<file path="config.mk">
export PLATFORM = sky130hd
export DESIGN_NAME = punc_control
export DESIGN_NICKNAME = d
export VERILOG_FILES = /design/src/rtl/punc_control_pkg.sv /design/src/rtl/punc_control.sv
export SDC_FILE = /design/constraint.sdc
export NUM_CORES = 1
export LEC_CHECK = 0
export ABC_AREA = 1
export CORE_MARGIN = 3
export CORE_UTILIZATION = 29
export CTS_CLUSTER_DIAMETER = 120
export CTS_CLUSTER_SIZE = 16
export DETAILED_ROUTE_END_ITERATION = 10
export MAX_ROUTING_LAYER = met4
export PLACE_DENSITY = 0.76
export SYNTH_ARGS = -nofsm -noshare
export SYNTH_HDL_FRONTEND = slang
export SYNTH_SLANG_ARGS = --single-unit
</file>
<file path="constraint.sdc">
create_clock -name clk -period 1.2 [get_ports clk]
set_input_delay 0.24 -clock clk [delete_from_list [all_inputs] [get_ports clk]]
set_output_delay 0.24 -clock clk [all_outputs]
set_load 0.01 [all_outputs]
</file>
<file path="src/rtl/punc_control_pkg.sv">
// Shared control/datapath definitions for the PUNC core.
// Opcodes, controller states, ALU and mux select encodings.
package punc_control_pkg;

    typedef enum logic [2:0] {
        S_INIT,
        S_FETCH,
        S_DECODE,
        S_EXEC,
        S_EXEC2,
        S_CCUPD,
        S_HALT
    } state_t;

    localparam logic [3:0] OP_BR   = 4'b0000;
    localparam logic [3:0] OP_ADD  = 4'b0001;
    localparam logic [3:0] OP_LD   = 4'b0010;
    localparam logic [3:0] OP_ST   = 4'b0011;
    localparam logic [3:0] OP_JSR  = 4'b0100;
    localparam logic [3:0] OP_AND  = 4'b0101;
    localparam logic [3:0] OP_LDR  = 4'b0110;
    localparam logic [3:0] OP_STR  = 4'b0111;
    localparam logic [3:0] OP_RTI  = 4'b1000;
    localparam logic [3:0] OP_NOT  = 4'b1001;
    localparam logic [3:0] OP_LDI  = 4'b1010;
    localparam logic [3:0] OP_STI  = 4'b1011;
    localparam logic [3:0] OP_JMP  = 4'b1100;
    localparam logic [3:0] OP_RES  = 4'b1101;
    localparam logic [3:0] OP_LEA  = 4'b1110;
    localparam logic [3:0] OP_TRAP = 4'b1111;

    localparam logic [1:0] ALU_PASS = 2'd0;
    localparam logic [1:0] ALU_ADD  = 2'd1;
    localparam logic [1:0] ALU_AND  = 2'd2;
    localparam logic [1:0] ALU_NOT  = 2'd3;

    localparam logic [2:0] MRA_PC    = 3'd0;
    localparam logic [2:0] MRA_PCSX  = 3'd1;
    localparam logic [2:0] MRA_IND   = 3'd2;
    localparam logic [2:0] MRA_MDATA = 3'd3;
    localparam logic [2:0] MRA_ALU   = 3'd4;

    localparam logic [1:0] WDS_ALU  = 2'd0;
    localparam logic [1:0] WDS_PC   = 2'd1;
    localparam logic [1:0] WDS_MEM  = 2'd2;
    localparam logic [1:0] WDS_PCSX = 2'd3;

    localparam logic [3:0] SX_NONE  = 4'b0000;
    localparam logic [3:0] SX_IMM5  = 4'b1000;
    localparam logic [3:0] SX_OFF6  = 4'b0100;
    localparam logic [3:0] SX_OFF9  = 4'b0010;
    localparam logic [3:0] SX_OFF11 = 4'b0001;

endpackage

</file>
<file path="src/rtl/punc_control.sv">
// PUNC controller: state register plus next-state/output decode.
// In: clk, rst, ir. Out: PC/IR/memory/RF/ALU controls, NZP mask, halted.
module punc_control
    import punc_control_pkg::*;
(
    input  logic        clk,
    input  logic        rst,
    input  logic [15:0] ir,
    output logic        ir_ld,
    output logic        pc_clr,
    output logic        pc_up,
    output logic        pc_ld,
    output logic        JMP_RET_JSRR,
    output logic [2:0]  mem_r_addr_sel,
    output logic        mem_wr_en,
    output logic        state2_STI,
    output logic        STR,
    output logic [2:0]  RF_r_addr_0,
    output logic [2:0]  RF_r_addr_1,
    output logic [2:0]  RF_wr_addr,
    output logic        RF_wr_en,
    output logic [1:0]  RF_w_data_sel,
    output logic [1:0]  alu_sel,
    output logic        add_const,
    output logic        cc_en,
    output logic        n,
    output logic        z,
    output logic        p,
    output logic [10:0] const_n,
    output logic [3:0]  SEXT_Select,
    output logic        halted
);

    state_t     r_state;
    state_t     w_next;
    state_t     w_state;
    logic [3:0] w_op;
    logic [2:0] w_dr;
    logic [2:0] w_sr;

    assign w_op    = ir[15:12];
    assign w_dr    = ir[11:9];
    assign w_sr    = ir[8:6];
    assign const_n = ir[10:0];

    // Reset overrides the decode so no write can
    // escape in the cycle reset is raised.
    assign w_state = rst ? S_INIT : r_state;

    always_ff @(posedge clk) begin
        if (rst) r_state <= S_INIT;
        else     r_state <= w_next;
    end

    always_comb begin
        w_next         = r_state;
        ir_ld          = 1'b0;
        pc_clr         = 1'b0;
        pc_up          = 1'b0;
        pc_ld          = 1'b0;
        JMP_RET_JSRR   = 1'b0;
        mem_r_addr_sel = MRA_PC;
        mem_wr_en      = 1'b0;
        state2_STI     = 1'b0;
        STR            = 1'b0;
        RF_r_addr_0    = 3'd0;
        RF_r_addr_1    = 3'd0;
        RF_wr_addr     = 3'd0;
        RF_wr_en       = 1'b0;
        RF_w_data_sel  = WDS_ALU;
        alu_sel        = ALU_PASS;
        add_const      = 1'b0;
        cc_en          = 1'b0;
        n              = 1'b0;
        z              = 1'b0;
        p              = 1'b0;
        SEXT_Select    = SX_NONE;
        halted         = 1'b0;

        unique case (w_state)
            S_INIT: begin
                pc_clr = 1'b1;
                w_next = S_FETCH;
            end
            S_FETCH: begin
                mem_r_addr_sel = MRA_PC;
                ir_ld          = 1'b1;
                pc_up          = 1'b1;
                w_next         = S_DECODE;
            end
            S_DECODE: begin
                w_next = (w_op == OP_TRAP) ? S_HALT : S_EXEC;
            end
            S_EXEC: begin
                w_next = S_FETCH;
                case (w_op)
                    OP_ADD, OP_AND, OP_NOT: begin
                        RF_r_addr_0 = w_sr;
                        RF_r_addr_1 = ir[2:0];
                        add_const   = ir[5];
                        SEXT_Select = SX_IMM5;
                        alu_sel     = (w_op == OP_ADD) ? ALU_ADD :
                                      (w_op == OP_AND) ? ALU_AND :
                                                         ALU_NOT;
                        RF_wr_addr  = w_dr;
                        RF_wr_en    = 1'b1;
                        cc_en       = 1'b1;
                    end
                    OP_BR: begin
                        n           = ir[11];
                        z           = ir[10];
                        p           = ir[9];
                        SEXT_Select = SX_OFF9;
                    end
                    OP_JMP: begin
                        RF_r_addr_0  = w_sr;
                        JMP_RET_JSRR = 1'b1;
                        pc_ld        = 1'b1;
                    end
                    OP_JSR: begin
                        RF_wr_addr    = 3'd7;
                        RF_w_data_sel = WDS_PC;
                        RF_wr_en      = 1'b1;
                        pc_ld         = 1'b1;
                        if (ir[11]) begin
                            SEXT_Select = SX_OFF11;
                        end else begin
                            RF_r_addr_0  = w_sr;
                            JMP_RET_JSRR = 1'b1;
                        end
                    end
                    OP_LD, OP_LDR, OP_LEA: begin
                        RF_wr_addr = w_dr;
                        RF_wr_en   = 1'b1;
                        w_next     = S_CCUPD;
                        if (w_op == OP_LD) begin
                            RF_w_data_sel  = WDS_MEM;
                            mem_r_addr_sel = MRA_PCSX;
                            SEXT_Select    = SX_OFF9;
                        end else if (w_op == OP_LDR) begin
                            RF_w_data_sel  = WDS_MEM;
                            mem_r_addr_sel = MRA_ALU;
                            RF_r_addr_0    = w_sr;
                            alu_sel        = ALU_ADD;
                            add_const      = 1'b1;
                            SEXT_Select    = SX_OFF6;
                        end else begin
                            RF_w_data_sel = WDS_PCSX;
                            SEXT_Select   = SX_OFF9;
                        end
                    end
                    OP_LDI, OP_STI: begin
                        // First hop: fetch the pointer into the
                        // datapath's indirect latch.
                        mem_r_addr_sel = MRA_PCSX;
                        SEXT_Select    = SX_OFF9;
                        w_next         = S_EXEC2;
                    end
                    OP_ST: begin
                        RF_r_addr_0 = w_dr;
                        SEXT_Select = SX_OFF9;
                        mem_wr_en   = 1'b1;
                    end
                    OP_STR: begin
                        STR         = 1'b1;
                        RF_r_addr_0 = w_sr;
                        RF_r_addr_1 = w_dr;
                        alu_sel     = ALU_ADD;
                        add_const   = 1'b1;
                        SEXT_Select = SX_OFF6;
                        mem_wr_en   = 1'b1;
                    end
                    default: begin
                        w_next = S_FETCH;
                    end
                endcase
            end
            S_EXEC2: begin
                if (w_op == OP_STI) begin
                    state2_STI  = 1'b1;
                    RF_r_addr_0 = w_dr;
                    mem_wr_en   = 1'b1;
                    w_next      = S_FETCH;
                end else begin
                    mem_r_addr_sel = MRA_IND;
                    RF_wr_addr     = w_dr;
                    RF_wr_en       = 1'b1;
                    RF_w_data_sel  = WDS_MEM;
                    w_next         = S_CCUPD;
                end
            end
            S_CCUPD: begin
                RF_r_addr_0 = w_dr;
                cc_en       = 1'b1;
                w_next      = S_FETCH;
            end
            S_HALT: begin
                halted = 1'b1;
                w_next = S_HALT;
            end
            default: begin
                w_next = S_INIT;
            end
        endcase
    end

endmodule

</file>
After elaboration in Yosys (flattened, before gate mapping)
Cells that the tools add are included.

operators by class
  reduce and logical (&&, ||, !) cells = 12
  eq/ne operators = 19
  muxes and demuxes = 66

operator list
  operator                                              count
  two-way mux 3 bit                                     13
  case mux 3 bit (2 select lines)                       6
  two-way mux 1 bit                                     30
  equality test 4 bit (second input constant)           6
  case mux 4 bit (5 select lines)                       1
  case mux 3 bit (6 select lines)                       1
  equality test 4 x 3 -> 1 bit (second input constant)  4
  case mux 3 bit (4 select lines)                       1
  equality test 3 bit (second input constant)           3
  case mux 3 bit (3 select lines)                       1
  equality test 4 x 2 -> 1 bit (second input constant)  2
  two-way mux 2 bit                                     4
  case mux 1 bit (2 select lines)                       4
  case mux 2 bit (2 select lines)                       2
  OR reduction 2 bit                                    4
  OR reduction 7 bit                                    1
  equality test 3 x 2 -> 1 bit (second input constant)  2
  case mux 2 bit (3 select lines)                       1
  OR reduction 3 bit                                    2
  OR reduction 6 bit                                    1
  OR reduction 5 bit                                    1
  equality test 4 x 1 -> 1 bit (second input constant)  1
  zero test 4 bit                                       1
  two-way mux 4 bit                                     1
  4 further kinds                                       4

word-level totals
  output and inout bits = 46
  bits of input ports = 18
  bits in registers = 3
  word-level logic and storage cells = 98

Depth between registers and ports, before layout
  word-level depth = 5
  mapped depth = 8

Worst setup path after synthesis
Ideal clock, no wire load.

  kind = register to output
  from = reg r_state[0]
  to = out pc_ld
  arrival = 1.145 ns
  path buffers = 1
  path slack = -0.185 ns
  stages on the path, launching flop included = 6
  path through = dfxtp_1 -> inv_2 -> nor2_2 -> nand3_2 -> clkbuf_1 -> nor4_1

between the ends
  word-level cells in the longest chain between the ends = 3

ends and longest elaborated chain
  what                          line                source
  from (decl)                   punc_control.sv:34  state_t r_state;
  from (signal assigned)        punc_control.sv:52  else r_state <= w_next;
  two-way mux 3 bit             punc_control.sv:48  assign w_state = rst ? S_INIT : r_state;
  equality test 3 x 2 -> 1 bit  punc_control.sv:80  unique case (w_state)
  two-way mux 1 bit             punc_control.sv:80
  to (decl)                     punc_control.sv:12  output logic pc_ld,

No other way between the ends.

Worst setup path after layout
  from = reg r_state[0]
  to = out RF_r_addr_0[0]

between the ends
  word-level cells in the longest chain between the ends = 3
  elaborated cells on any way between the ends = 5
  classes of those cells = 3 x eq/ne; 2 x mux

ends and longest elaborated chain
  what                                                                 line                source
  two-way mux 3 bit *                                                  punc_control.sv:48
  equality test 3 bit or equality test 3 x 2 -> 1 bit (tied branches)  punc_control.sv:80
  case mux 3 bit (3 select lines) *                                    punc_control.sv:80
  to (decl)                                                            punc_control.sv:18  output logic [2:0] RF_r_addr_0,

Every way passes the cells marked *; elsewhere a longest branch is shown, timed or not.

==> summary.md <==
| Metric | Value |
|---|---|
| Final WL | `4.960 mm` |
| Pwr Total | `0.9206 mW` |
| Number of flip-flops in the largest register | `3` |
| First-pass GRT wire length | `6.658 mm` |
| Switch share | `0.4453` |
| Fin. max-slew vios | `0` |
| GRT Total Usage | `0.2713` |
| Syn avg cell area | `4.890 µm²` |
| Power Dens Cells | `462.7 nW/µm²` |
| Buf/Inv on CP | `3` |
| Max Cap Viol | `0` |
| Core Util, Final | `0.8581` |
| Delay-heaviest family, CP | `buffers and inverters` |
| Core Box Area | `2318 µm²` |
| Row cnt | `17` |
| Period minus WS final | `1.772 ns` |
| Placed insts | `261` |
| Seq/Total Area, Yosys | `0.08081` |
| Post-Synth XOR/XNOR Area | `0` |
| Critical path capture point type | `primary output` |
| WS Path Type | `reg -> out` |
| Setup Skew | `0.01288 ns` |
| Nets | `271` |
| Clock-pin slew on the worst setup and hold paths | `0.04 ns` |
| Chip Width | `56.63 µm` |
| Setup Viol. Count Final | `36` |
| CP peak stage delay | `0.36 ns` |
| CP startpoint kind | `flip-flop` |
| Die height | `56.63 µm` |
| Slowest CP cell | `dfxtp_4` |
| Worst min-delay path class | `in -> out` |
| Synth Area in Adders | `0` |
| Synth warn | `0` |
| Clock latency on the worst-skew pair | `0.26 ns` |
| Critical-path maximum fanout | `3` |
| Fin area | `1989 µm²` |
| Combinational share of power | `0.631` |
| Status | `finished, violations left` |
| Share of post-route cells with drive strength above 1 | `0.7143` |
| RSZ-0062 raised after global routing | `true` |
| Largest regs | `r_state (3)` |
| Hpwl dp | `2.683 mm` |
| Vias per cell | `5.229` |
| Initial antenna violation count | `0` |
| Max frequency | `564.4 MHz` |
| Register Area | `68.82 µm²` |
| Least-Margin Pin Slew | `0.2927 ns` |
| Sequential power share | `0.145` |
| Number of global-route vias before repair | `1427` |
| Pre-Repair DR Iteration Count | `4` |
| Main combinational cell family by area after synthesis | `simple AND/OR/NAND/NOR gates` |
| Remaining Overflow, GRT | `0` |
| Lkg Pwr | `1.036 nW` |
| Synth Area in Simple Gates | `0.5269` |
| Initial core utilization | `0.3206` |
| CTS buffer count | `3` |
| H-tree depth | `1` |
| Layout area overhead | `167.7%` |
| Crit-path cells | `o21ai_2, nand2_2, buf_6, o21ai_4, buf_6, nand2_2, nand2_2, buf_6` |
| Largest register by flop count | `r_state` |
| Mux contribution to synthesized area | `0` |
| Drt drc | `0` |
| Slew margin rel. | `0.8044` |
| DRT iter0 DRCs | `63` |
| Fill count | `131` |
| Int Power | `0.5106 mW` |
| Fin crit share | `1.476` |
| Die area | `3206 µm²` |
| CTS tree | `built` |
| CP arrival | `1.53 ns` |
| Post-placement cell area | `1662 µm²` |
| IO Pins | `64` |
| PortBufs | `59` |
| Synth Register Bits | `3` |
| Synth Area in Compound Gates | `0.1448` |
| Clock tree buffer depth | `2` |
| NetSw | `0.4100 mW` |
| Mapped Nets | `170` |
| Failing checks | `setup timing` |
| GP Congestion | `0.9295` |
| # clock sinks | `3` |
| Antenna Cells | `0` |
| Peak supply drop | `0.7199 mV` |
| Largest net degree at the start of global routing | `7` |
| Area of the multi-input gates | `844.6 µm²` |
| Post-Layout Cell Count | `280` |
| Final hold vios | `0` |
| Cell Area, Synth | `743.2 µm²` |
| Count of cell types in the netlist | `21` |
| Wire length per cell | `17.71 µm` |
| Clock power share | `0.225` |
| Dpl ws | `-1.132 ns` |
| Via count | `1464` |
| CTS root buffer | `clkbuf_4` |
| ANT nets after route | `0` |
| Mapped Cells | `152` |
| Worst EP required | `0.96 ns` |
| Worst Slack Setup Final | `-0.5717 ns` |
## worst paths after layout
| path | start | end | slack (ns) | depth (start not counted) |
|---|---|---|---|---|
| max | r_state[0]$_SDFF_PP0_ | RF_r_addr_0[0] | -0.57 | 8 |
| max reg2reg | r_state[1]$_SDFF_PP0_ | r_state[0]$_SDFF_PP0_ | -0.20 | 10 |
| min | ir[3] | const_n[3] | 0.48 | 0 |
| min reg2reg | r_state[2]$_SDFF_PP0_ | r_state[1]$_SDFF_PP0_ | 0.60 | 2 |
## cell families after synthesis
family / Yosys count
flip-flops: 3
AO/OA/AOI/OAI: 20
AND/OR/NAND/NOR: 94
buffers and inverters: 35
## routing by layer
layer	up-vias	part of all wire	track usage
met5	-	0	-
li1	671	-	-
met2	70	0.54	0.5017
met1	713	0.38	0.2883
met4	0	0.020	0.07797
met3	10	0.059	0.05287
## power by group through the flow
stage | Combinational [mW] | Clock [mW] | Sequential [mW]
finish | 0.581 | 0.207 | 0.133
global route | 0.611 | 0.216 | 0.134
CTS | 0.498 | 0.187 | 0.127
detailed placement | 0.420 | 0 | 0.126
global placement | 0.411 | 0 | 0.125
floorplan | 0.189 | 0 | 0.124
## layout make-up
class | count | share of cell area
clock buffers | 4 | 0.01321
multi-input cells | 114 | 0.4245
repair buffers | 110 | 0.4604
flip-flops and latches | 3 | 0.03459
inverters | 21 | 0.04969
well taps | 28 | 0.01761
## synthesized netlist by cell type, drive strengths merged
library cell | count | area [µm²]
nor4 | 1 | 6.260
nor2 | 24 | 95.09
a31oi | 1 | 6.260
nand2 | 54 | 205.2
a31o | 1 | 8.760
inv | 21 | 78.83
dfxtp | 3 | 60.06
nand3 | 13 | 70.07
a21oi | 4 | 20.02
buf | 13 | 101.4
a21o | 1 | 7.510
o21ai | 13 | 65.06
clkbuf | 1 | 3.750
nor3 | 2 | 15.01
## metrics by stage
stage	hold WS, ns	setup TNS [ns]
2_1_floorplan	0.4065	-0.4321
4_1_cts	0.4801	-13.49
3_3_place_gp	0.4801	-38.71
6_report	0.4800	-15.05
3_5_place_dp	0.4801	-39.35
5_1_grt	0.4801	-16.94
## cells in the final DEF, fill, tap and decap left out, types with 6 or more instances in the layout
| master | instances |
|---|---|
| buf_2 | 30 |
| buf_4 | 40 |
| buf_6 | 22 |
| clkdlybuf4s50_1 | 7 |
| inv_1 | 8 |
| inv_2 | 9 |
| nand2_1 | 32 |
| nand2_2 | 15 |
| nand2_4 | 6 |
| nand3_2 | 6 |
| nor2_1 | 10 |
| nor2_4 | 9 |
| o21ai_2 | 6 |
## timing repair
item	CTS	global route
resized for setup	238	58
hold buffers	0	0
setup endpoints to repair	46	41
cloned	1	0
setup buffers	10	4
pin swaps	19	12
(Power assumes the default switching activity.)
